--- src/rtl/input_debouncer.sv ---
// Two-channel switch debouncer: 2-flop synchronizer, per-channel stability counter,
// registered edge pulses and a shared saturating count of aborted transitions.
module input_debouncer_lane #(
  parameter int STABLE_CYCLES = 4
) (
  input  logic clk,
  input  logic rst_n,
  input  logic ena,
  input  logic raw_i,
  output logic clean_o,
  output logic rise_o,
  output logic fall_o,
  output logic abort_o
);
  localparam int CW = $clog2(STABLE_CYCLES);
  localparam logic [CW-1:0] LAST = CW'(STABLE_CYCLES - 1);

  logic [1:0]    sync_q;
  logic          s;
  logic [CW-1:0] cnt_q, cnt_d;
  logic          clean_q, clean_d;
  logic          rise_q, rise_d;
  logic          fall_q, fall_d;

  // Plain flop pair; the synchronizer keeps sampling even when frozen.
  always_ff @(posedge clk or negedge rst_n) begin
    if (!rst_n) sync_q <= 2'b00;
    else        sync_q <= {sync_q[0], raw_i};
  end

  assign s = sync_q[1];

  always_comb begin
    cnt_d   = cnt_q;
    clean_d = clean_q;
    rise_d  = 1'b0;
    fall_d  = 1'b0;
    abort_o = 1'b0;
    if (ena) begin
      if (s == clean_q) begin
        cnt_d   = '0;
        abort_o = (cnt_q != '0);
      end else if (cnt_q == LAST) begin
        cnt_d   = '0;
        clean_d = s;
        rise_d  = s;
        fall_d  = ~s;
      end else begin
        cnt_d = cnt_q + CW'(1);
      end
    end
  end

  always_ff @(posedge clk or negedge rst_n) begin
    if (!rst_n) begin
      cnt_q   <= '0;
      clean_q <= 1'b0;
      rise_q  <= 1'b0;
      fall_q  <= 1'b0;
    end else begin
      cnt_q   <= cnt_d;
      clean_q <= clean_d;
      rise_q  <= rise_d;
      fall_q  <= fall_d;
    end
  end

  assign clean_o = clean_q;
  assign rise_o  = rise_q;
  assign fall_o  = fall_q;
endmodule

module input_debouncer #(
  parameter int STABLE_CYCLES = 4
) (
  input  logic       clk,
  input  logic       rst_n,
  input  logic       ena,
  input  logic [1:0] raw_in,
  output logic [1:0] clean_out,
  output logic [1:0] rise,
  output logic [1:0] fall,
  output logic [7:0] glitch_cnt
);
  localparam int NUM_CH = 2;

  logic [NUM_CH-1:0] abort;
  logic [1:0]        n_abort;
  logic [8:0]        glitch_sum;
  logic [7:0]        glitch_q, glitch_d;

  for (genvar g = 0; g < NUM_CH; g++) begin : g_lane
    input_debouncer_lane #(.STABLE_CYCLES(STABLE_CYCLES)) u_lane (
      .clk     (clk),
      .rst_n   (rst_n),
      .ena     (ena),
      .raw_i   (raw_in[g]),
      .clean_o (clean_out[g]),
      .rise_o  (rise[g]),
      .fall_o  (fall[g]),
      .abort_o (abort[g])
    );
  end

  // Aborts are already gated by ena, so the count holds naturally when frozen.
  assign n_abort    = {1'b0, abort[0]} + {1'b0, abort[1]};
  assign glitch_sum = {1'b0, glitch_q} + {7'b0, n_abort};
  assign glitch_d   = glitch_sum[8] ? 8'hFF : glitch_sum[7:0];

  always_ff @(posedge clk or negedge rst_n) begin
    if (!rst_n) glitch_q <= 8'd0;
    else        glitch_q <= glitch_d;
  end

  assign glitch_cnt = glitch_q;
endmodule

--- config.mk ---
export PLATFORM = sky130hd
export DESIGN_NAME = input_debouncer
export DESIGN_NICKNAME = d
export VERILOG_FILES = /design/src/rtl/input_debouncer.sv
export SDC_FILE = /design/constraint.sdc
export NUM_CORES = 1
export LEC_CHECK = 0
export BUFFER_PORTS_ARGS = -buffer_cell sky130_fd_sc_hd__buf_2
export CAP_MARGIN = 20
export CORE_ASPECT_RATIO = 0.75
export CORE_UTILIZATION = 50
export CTS_CLUSTER_SIZE = 16
export DETAILED_ROUTE_END_ITERATION = 8
export PLACE_DENSITY = 0.79
export RECOVER_POWER = 50
export SETUP_SLACK_MARGIN = 0.15
export SLEW_MARGIN = 15
export SYNTH_ARGS = -nofsm -noshare
export SYNTH_HDL_FRONTEND = slang
export SYNTH_SLANG_ARGS = --single-unit
--- constraint.sdc ---
create_clock -name clk -period 6.45 [get_ports clk]
set_input_delay 0.3225 -clock clk [delete_from_list [all_inputs] [get_ports clk]]
set_output_delay 0.3225 -clock clk [all_outputs]
set_load 0.1 [all_outputs]
==> results.yml, run 1 <==
placement:
  hpwl_um: 1260
  gp_congestion: 0.779
  io_buffers: 18
status:
  status: "complete, no violations"
global_route:
  grt_overflow_total: 0
  grt_max_degree: 23
  first_global_vias: 603
  grtUsageTotal_pct: 18.3
  grt_antenna_before_repair: 0
  grt_first_pass_wirelength_um: 2660
logic_synthesis:
  yosys.area.top_type_share_pct: 54.8
  synthCells: 86
  yosysSeqAreaShare_pct: 54.8
  ys_top_cells_by_area: "dfrtp_1 (55%), ha_1 (6.2%), buf_4 (4.5%), nand2_1 (3.7%), nor3b_1 (3.0%)"
  synth_area_mm2: 0.00100
  async_reset_ff_share_pct: 100
  yosysUniqueCellTypes: 26
  synth_edf_count: 0
  synthFlopType: "dfrtp_1"
  synth-seq-cells: 22
  yosys.area.top_type: "dfrtp_1"
  ys_warn_count: 0
  avgSynthCellArea_um2: 11.7
  syn_nets: 97
cts:
  cts_root_buf: "clkbuf_4"
  cts_sinks: 22
  cts_buffers: 3
  cts_setup_buffers: 0
  cts_tree: "done"
  htree_levels: 1
  cts_resized: 0
  clock_latency_ns: 0.29
  cts_hold_buf: 1
  cts_buffer_depth: 2
  path_clk_slew_ns: 0.11
floorplanning:
  dieArea_mm2: 0.00219
  core_area_mm2: 0.00181
  die_h_um: 40.8
  ios: 19
  num_rows: 13
  dieWidth_um: 53.8
  start_util_pct: 55.6
setup_path:
  cp_num_buf_inv: 0
  worstPathRequired_ns: 6.64
  path_depth: 6
  crit_chain: "xnor2_1, nand3b_1, fa_1, and4b_4, nand4_2, mux2_4"
  path_delay_family: "simple AND/OR/NAND/NOR gates"
  r2r_slack_ns: 4.23
  crit_type: "reg2reg"
  setup.worst_path.end: "glitch_cnt[7]"
  slowest_stage: "fa_1"
  crit_path_max_fanout: 5
  critPathLaunch: "g_lane[0].u_lane.clean_o"
  r2r_cells: 6
  start_kind: "register"
  slowest_delay_ns: 0.45
  arrival_ns: 2.40
  reg2reg_to: "glitch_cnt[7]"
  r2r_start: "g_lane[0].u_lane.clean_o"
  cp-end-kind: "register"
finish:
  fill_cells: 157
  layout.nets: 114
  n_antenna_cell: 0
  drive_above_1_share_pct: 26.7
  syn_to_final_growth_pct: 9.96
routing:
  wl_met1_um: 761
  drtIter0Drc: 19
  ant_nets: 0
  drc: 0
  vias: 653
  highest-signal-layer: "met4"
  dr.pass1.iters: 4
  route.detailed.wl_per_inst_um: 13.6
  wl_um: 1670
  wl_met3_um: 56
  wl_met2_um: 841
  via_per_inst: 5.31
timing:
  period_share_pct: 34.4
  fin_skew_ns: 0.00147
  relSlewSlack_pct: 25.2
  finalSetupTns_ns: 0
  finalHoldViolations: 0
  setup_violations: 0
  rsz0062_at_grt: "no"
  tightestPinTransition_ns: 1.12
  slew_violations: 0
  fmax_mhz: 451
  post-route-min-period_ns: 2.22
worst_hold_path:
  hold_class: "in2reg"
job:
  maxCapViolCount: 0
worst reg2reg max path: stages, from the launching register on:
cell and delay [ns]:
dfrtp_1 0.43, xnor2_1 0.27, nand3b_1 0.15, fa_1 0.45, and4b_4 0.38, nand4_2 0.13, mux2_4 0.32
state kept, by name (all words and copies together), names as in the netlist:
signal                 count
g_lane.u_lane.fall_o       2
g_lane.u_lane.sync_q       4
g_lane.u_lane.rise_o       2
g_lane.u_lane.cnt_q        4
glitch_cnt                 8
g_lane.u_lane.clean_o      2
cells in the final DEF (no fill, tap or decap), drive strengths merged:
cell type / n
dfrtp: 22
buf: 17
nand2: 10
inv: 7
ha: 5
nor3b: 4
o22ai: 4
clkbuf: 4
xnor2: 3
nand3b: 3
a21oi: 3
mux2: 3
and3: 2
a31oi: 2
nor2b: 1
a41oi: 1
and4b: 1
and4: 1
o21ai: 1
nand3: 1
nor3: 1
nand2b: 1
nand4: 1
nor2: 1
fa: 1
dlygate4sd3: 1
metal layers:
metal / global-route usage, % / up-vias
li1: - / 322
met3: 6.67 / 2
met2: 32.1 / 11
met1: 21.7 / 318
met5: 0 / -
met4: 3.95 / 0
cell type report:
class | instances | area, um2 | area share (%)
multi-input combinational | 50 | 379 | 34.3
clock buffer | 3 | 22.5 | 2.04
tap | 22 | 27.5 | 2.49
inverter | 7 | 26.3 | 2.38
sequential | 22 | 551 | 49.8
timing repair buffer | 19 | 98.8 | 8.95
logic make-up (layout without fill, tap and decap cells):
family / after synthesis / in the layout / share of synthesized area, %
fa+ha+maj: 6 / 6 / 8.22
flops: 22 / 22 / 54.8
buf+inv: 14 / 29 / 7.47
xor+xnor: 3 / 3 / 2.62
compound gates: 11 / 11 / 6.60
simple gates: 27 / 27 / 16.6
mux: 3 / 3 / 3.74
Yosys cell counts (2+ instances only):
| cell | count |
|---|---|
| dfrtp_1 | 22 |
| nand2_1 | 10 |
| inv_1 | 7 |
| buf_4 | 6 |
| ha_1 | 5 |
| nor3b_1 | 4 |
| o22ai_1 | 4 |
| a21oi_1 | 3 |
| nand3b_1 | 3 |
| xnor2_1 | 3 |
| a31oi_1 | 2 |
| and3_2 | 2 |
| mux2_2 | 2 |
how the worst min path moves through the flow:
stage	start	end	depth (start not counted)
finish	raw_in[0]	g_lane[0].u_lane.sync_q[0]	1
global route	raw_in[0]	g_lane[0].u_lane.sync_q[0]	1
CTS	raw_in[0]	g_lane[0].u_lane.sync_q[0]	1
detailed placement	rst_n	g_lane[1].u_lane.cnt_q[0]	1
global placement	rst_n	g_lane[0].u_lane.cnt_q[0]	1
floorplan	rst_n	g_lane[0].u_lane.clean_o	0
stage by stage:
| stage | hold slack (ns) | setup WS (ns) | area (um2) | cells | utilization (%) |
|---|---|---|---|---|---|
| 6_report | 0.127 | 4.23 | 1100 | 123 | 61.2 |
| 3_5_place_dp | 0.310 | 4.24 | 1070 | 119 | 59.5 |
| 3_3_place_gp | 0.304 | 4.36 | 1070 | 119 | 59.5 |
| 2_1_floorplan | 0.0269 | 4.03 | 1000 | 86 | - |
| 5_1_grt | 0.0985 | 4.04 | 1100 | 123 | 61.2 |
| 4_1_cts | 0.119 | 4.22 | 1110 | 123 | 61.3 |
Power of run 1 is not shown: default switching activity piles up to over one toggle a cycle in this logic, so the estimate is an artifact.
==> run 2: changes to the inputs <==
--- a/config.mk
+++ b/config.mk
@@ -5,10 +5,11 @@
 export SDC_FILE = /design/constraint.sdc
 export NUM_CORES = 1
 export LEC_CHECK = 0
+export ABC_AREA = 1
 export BUFFER_PORTS_ARGS = -buffer_cell sky130_fd_sc_hd__buf_2
 export CAP_MARGIN = 20
 export CORE_ASPECT_RATIO = 0.75
-export CORE_UTILIZATION = 50
+export CORE_UTILIZATION = 48
 export CTS_CLUSTER_SIZE = 16
 export DETAILED_ROUTE_END_ITERATION = 8
 export PLACE_DENSITY = 0.79
==> constraint.sdc (replaced) <==
create_clock -name clk -period 1.92 [get_ports clk]
set_input_delay 0.096 -clock clk [delete_from_list [all_inputs] [get_ports clk]]
set_output_delay 0.096 -clock clk [all_outputs]
set_load 0.1 [all_outputs]
==> results.yml, run 2 <==
status:
  status: "finished with violations"
  violations: "design-rule violations"
pwr:
  comb_power_share_pct: 54.4
  p_int_w: 0.00115
  ir_drop_v: 0.00134
  p_sw_w: 0.00122
  clock_power_share_pct: 15.0
  powerDensity_mw_per_mm2: 1740
  seqPwrFrac_pct: 30.6
  finalPower_w: 0.00236
  swShare_pct: 51.5
  power.leakage_nw: 0.708
global_route:
  grt_max_degree: 23
  grt_overflow_total: 0
  grt_first_pass_wirelength_um: 3270
  grtUsageTotal_pct: 18.7
  grt_antenna_before_repair: 0
  first_global_vias: 760
finish:
  layout_common_cells: "dfrtp_1 (21), nand2_1 (20), buf_2 (17)"
  utilization_pct: 65.9
  largest_register_ffs: 8
  multi_input_area_um2: 473
  drive_above_1_share_pct: 43.1
  seq_area_um2: 554
  final_common_cell: "dfrtp_1"
  n_antenna_cell: 0
  fill_cells: 157
  layout.nets: 156
  syn_to_final_growth_pct: 26.1
  fin_area_mm2: 0.00136
cts:
  cts_root_buf: "clkbuf_4"
  cts_buffers: 3
  cts_tree: "done"
  path_clk_slew_ns: 0.12
  cts_buffer_depth: 2
  clock_latency_ns: 0.32
  cts_sinks: 22
  htree_levels: 1
logic_synthesis:
  synth-seq-cells: 22
  synth.most_common_cell: "nand2_1"
  synthFlopType: "dfrtp_1"
  synthCells: 118
  async_reset_ff_share_pct: 100
  yosysUniqueCellTypes: 18
  ys_warn_count: 0
  synth_area_mm2: 0.00108
  yosys.area.top_type: "dfrtp_1"
  yosysSeqAreaShare_pct: 51.0
  synth_edf_count: 0
  avgSynthCellArea_um2: 9.15
  synthTopCellsByCount: "nand2_1 (25), dfrtp_1 (22), inv_1 (17)"
  yosys.area.top_type_share_pct: 51.0
  ys_top_cells_by_area: "dfrtp_1 (51%), nand2_1 (8.7%), inv_1 (5.9%), ha_1 (5.8%), buf_4 (4.9%)"
  syn_nets: 129
timing:
  slew_violations: 0
  setup_violations: 0
  relSlewSlack_pct: 25.1
  finalHoldViolations: 0
  whs_ns: 0.126
  tightestPinTransition_ns: 1.12
  fin_skew_ns: 0.00798
  finalSetupTns_ns: 0
  fmax_mhz: 536
  period_share_pct: 97.2
  post-route-min-period_ns: 1.87
  rsz0062_at_grt: "yes"
setup_path:
  cp-end-kind: "register"
  r2r_slack_ns: 0.05
  crit_path_max_fanout: 7
  crit_type: "reg2reg"
  start_kind: "register"
  arrival_ns: 2.11
  worstPathRequired_ns: 2.17
job:
  maxCapViolCount: 0
floorplanning:
  core_area_mm2: 0.00207
  ios: 19
  dieWidth_um: 56.8
  dieArea_mm2: 0.00245
  start_util_pct: 52.2
  num_rows: 14
  die_h_um: 43.1
routing:
  wl_um: 2110
  drtIter0Drc: 28
  drc: 4
  via_per_inst: 4.93
  vias: 828
  dr.pass1.iters: 6
  route.detailed.wl_per_inst_um: 12.6
  ant_nets: 0
worst_hold_path:
  hold_class: "in2reg"
placement:
  place_area_mm2: 0.00118
  hpwl_um: 1350
  io_buffers: 18
  gp_congestion: 0.843
[run 2: path summary, 6_finish.rpt]
path | start | endpoint | cells after the start
worst max-delay path | g_lane[0].u_lane.clean_o | glitch_cnt[2] | 11
max in group asynchronous | rst_n | glitch_cnt[0] | 2
worst min-delay path | ena | g_lane[1].u_lane.cnt_q[0] | 2
min in group asynchronous | rst_n | g_lane[1].u_lane.fall_o | 2
worst min register to register | g_lane[0].u_lane.sync_q[0] | g_lane[0].u_lane.sync_q[1] | 0
worst max register to register | g_lane[0].u_lane.clean_o | glitch_cnt[2] | 11
[run 2: stage by stage]
stage	worst slack (ns)	instances
6_report	0.0544	168
5_1_grt	-0.0458	168
4_1_cts	0.0486	164
3_5_place_dp	0.0621	153
3_3_place_gp	0.121	153
2_1_floorplan	0.113	118
[run 2: area by class of cell]
type / count / area share, %
Multi-Input combinational cell: 70 / 34.7
Sequential cell: 22 / 40.7
Tap cell: 24 / 2.21
Inverter: 19 / 5.33
Clock buffer: 3 / 1.65
Clock inverter: 1 / 2.21
Timing Repair Buffer: 29 / 13.1
[run 2: power by group through the flow]
stage / sequential, W / clock [W] / combinational, W
final: 0.000723 / 0.000356 / 0.00128
after global routing: 0.000738 / 0.000384 / 0.00137
after CTS: 0.000717 / 0.000360 / 0.00116
after detailed placement: 0.000727 / 0 / 0.00109
after global placement: 0.000719 / 0 / 0.00107
after floorplan: 0.00112 / 0 / 0.000531
[run 2: per-layer routing]
layer	GRT usage, %	share of wire (%)	wire [um]	up-vias
met3	6.71	5.0	105	7
met5	0	0	0	-
met1	21.2	41	864	392
met2	31.2	52	1090	24
li1	-	-	-	405
met4	9.76	2.3	48	0
[run 2: logic make-up after synthesis]
family | Yosys count | synth area share (%)
flip-flops | 22 | 51.0
buffers and inverters | 26 | 11.6
AO/OA/AOI/OAI | 10 | 4.98
AND/OR/NAND/NOR | 54 | 24.8
adder cells (fa/ha/maj) | 6 | 7.65
[run 2: critical path, stage by stage, from the launching register on]
cell,delay [ns]
dfrtp_1,0.42
nand2_1,0.12
nand2_2,0.08
nor2_1,0.11
nand2_1,0.08
fa_2,0.37
inv_2,0.08
ha_4,0.14
nand2_4,0.07
nor2_4,0.15
nand2_4,0.10
o21ai_2,0.07
[run 2: timing repair]
item / in CTS / in global routing
pin swaps: 7 / 5
hold buffers: 3 / 0
setup buffers: 4 / 4
endpoints found under the setup margin: 8 / 8
gates resized for setup: 6 / 8
hold endpoints to repair: 24 / 0
Power figures use the tool's default switching activity.
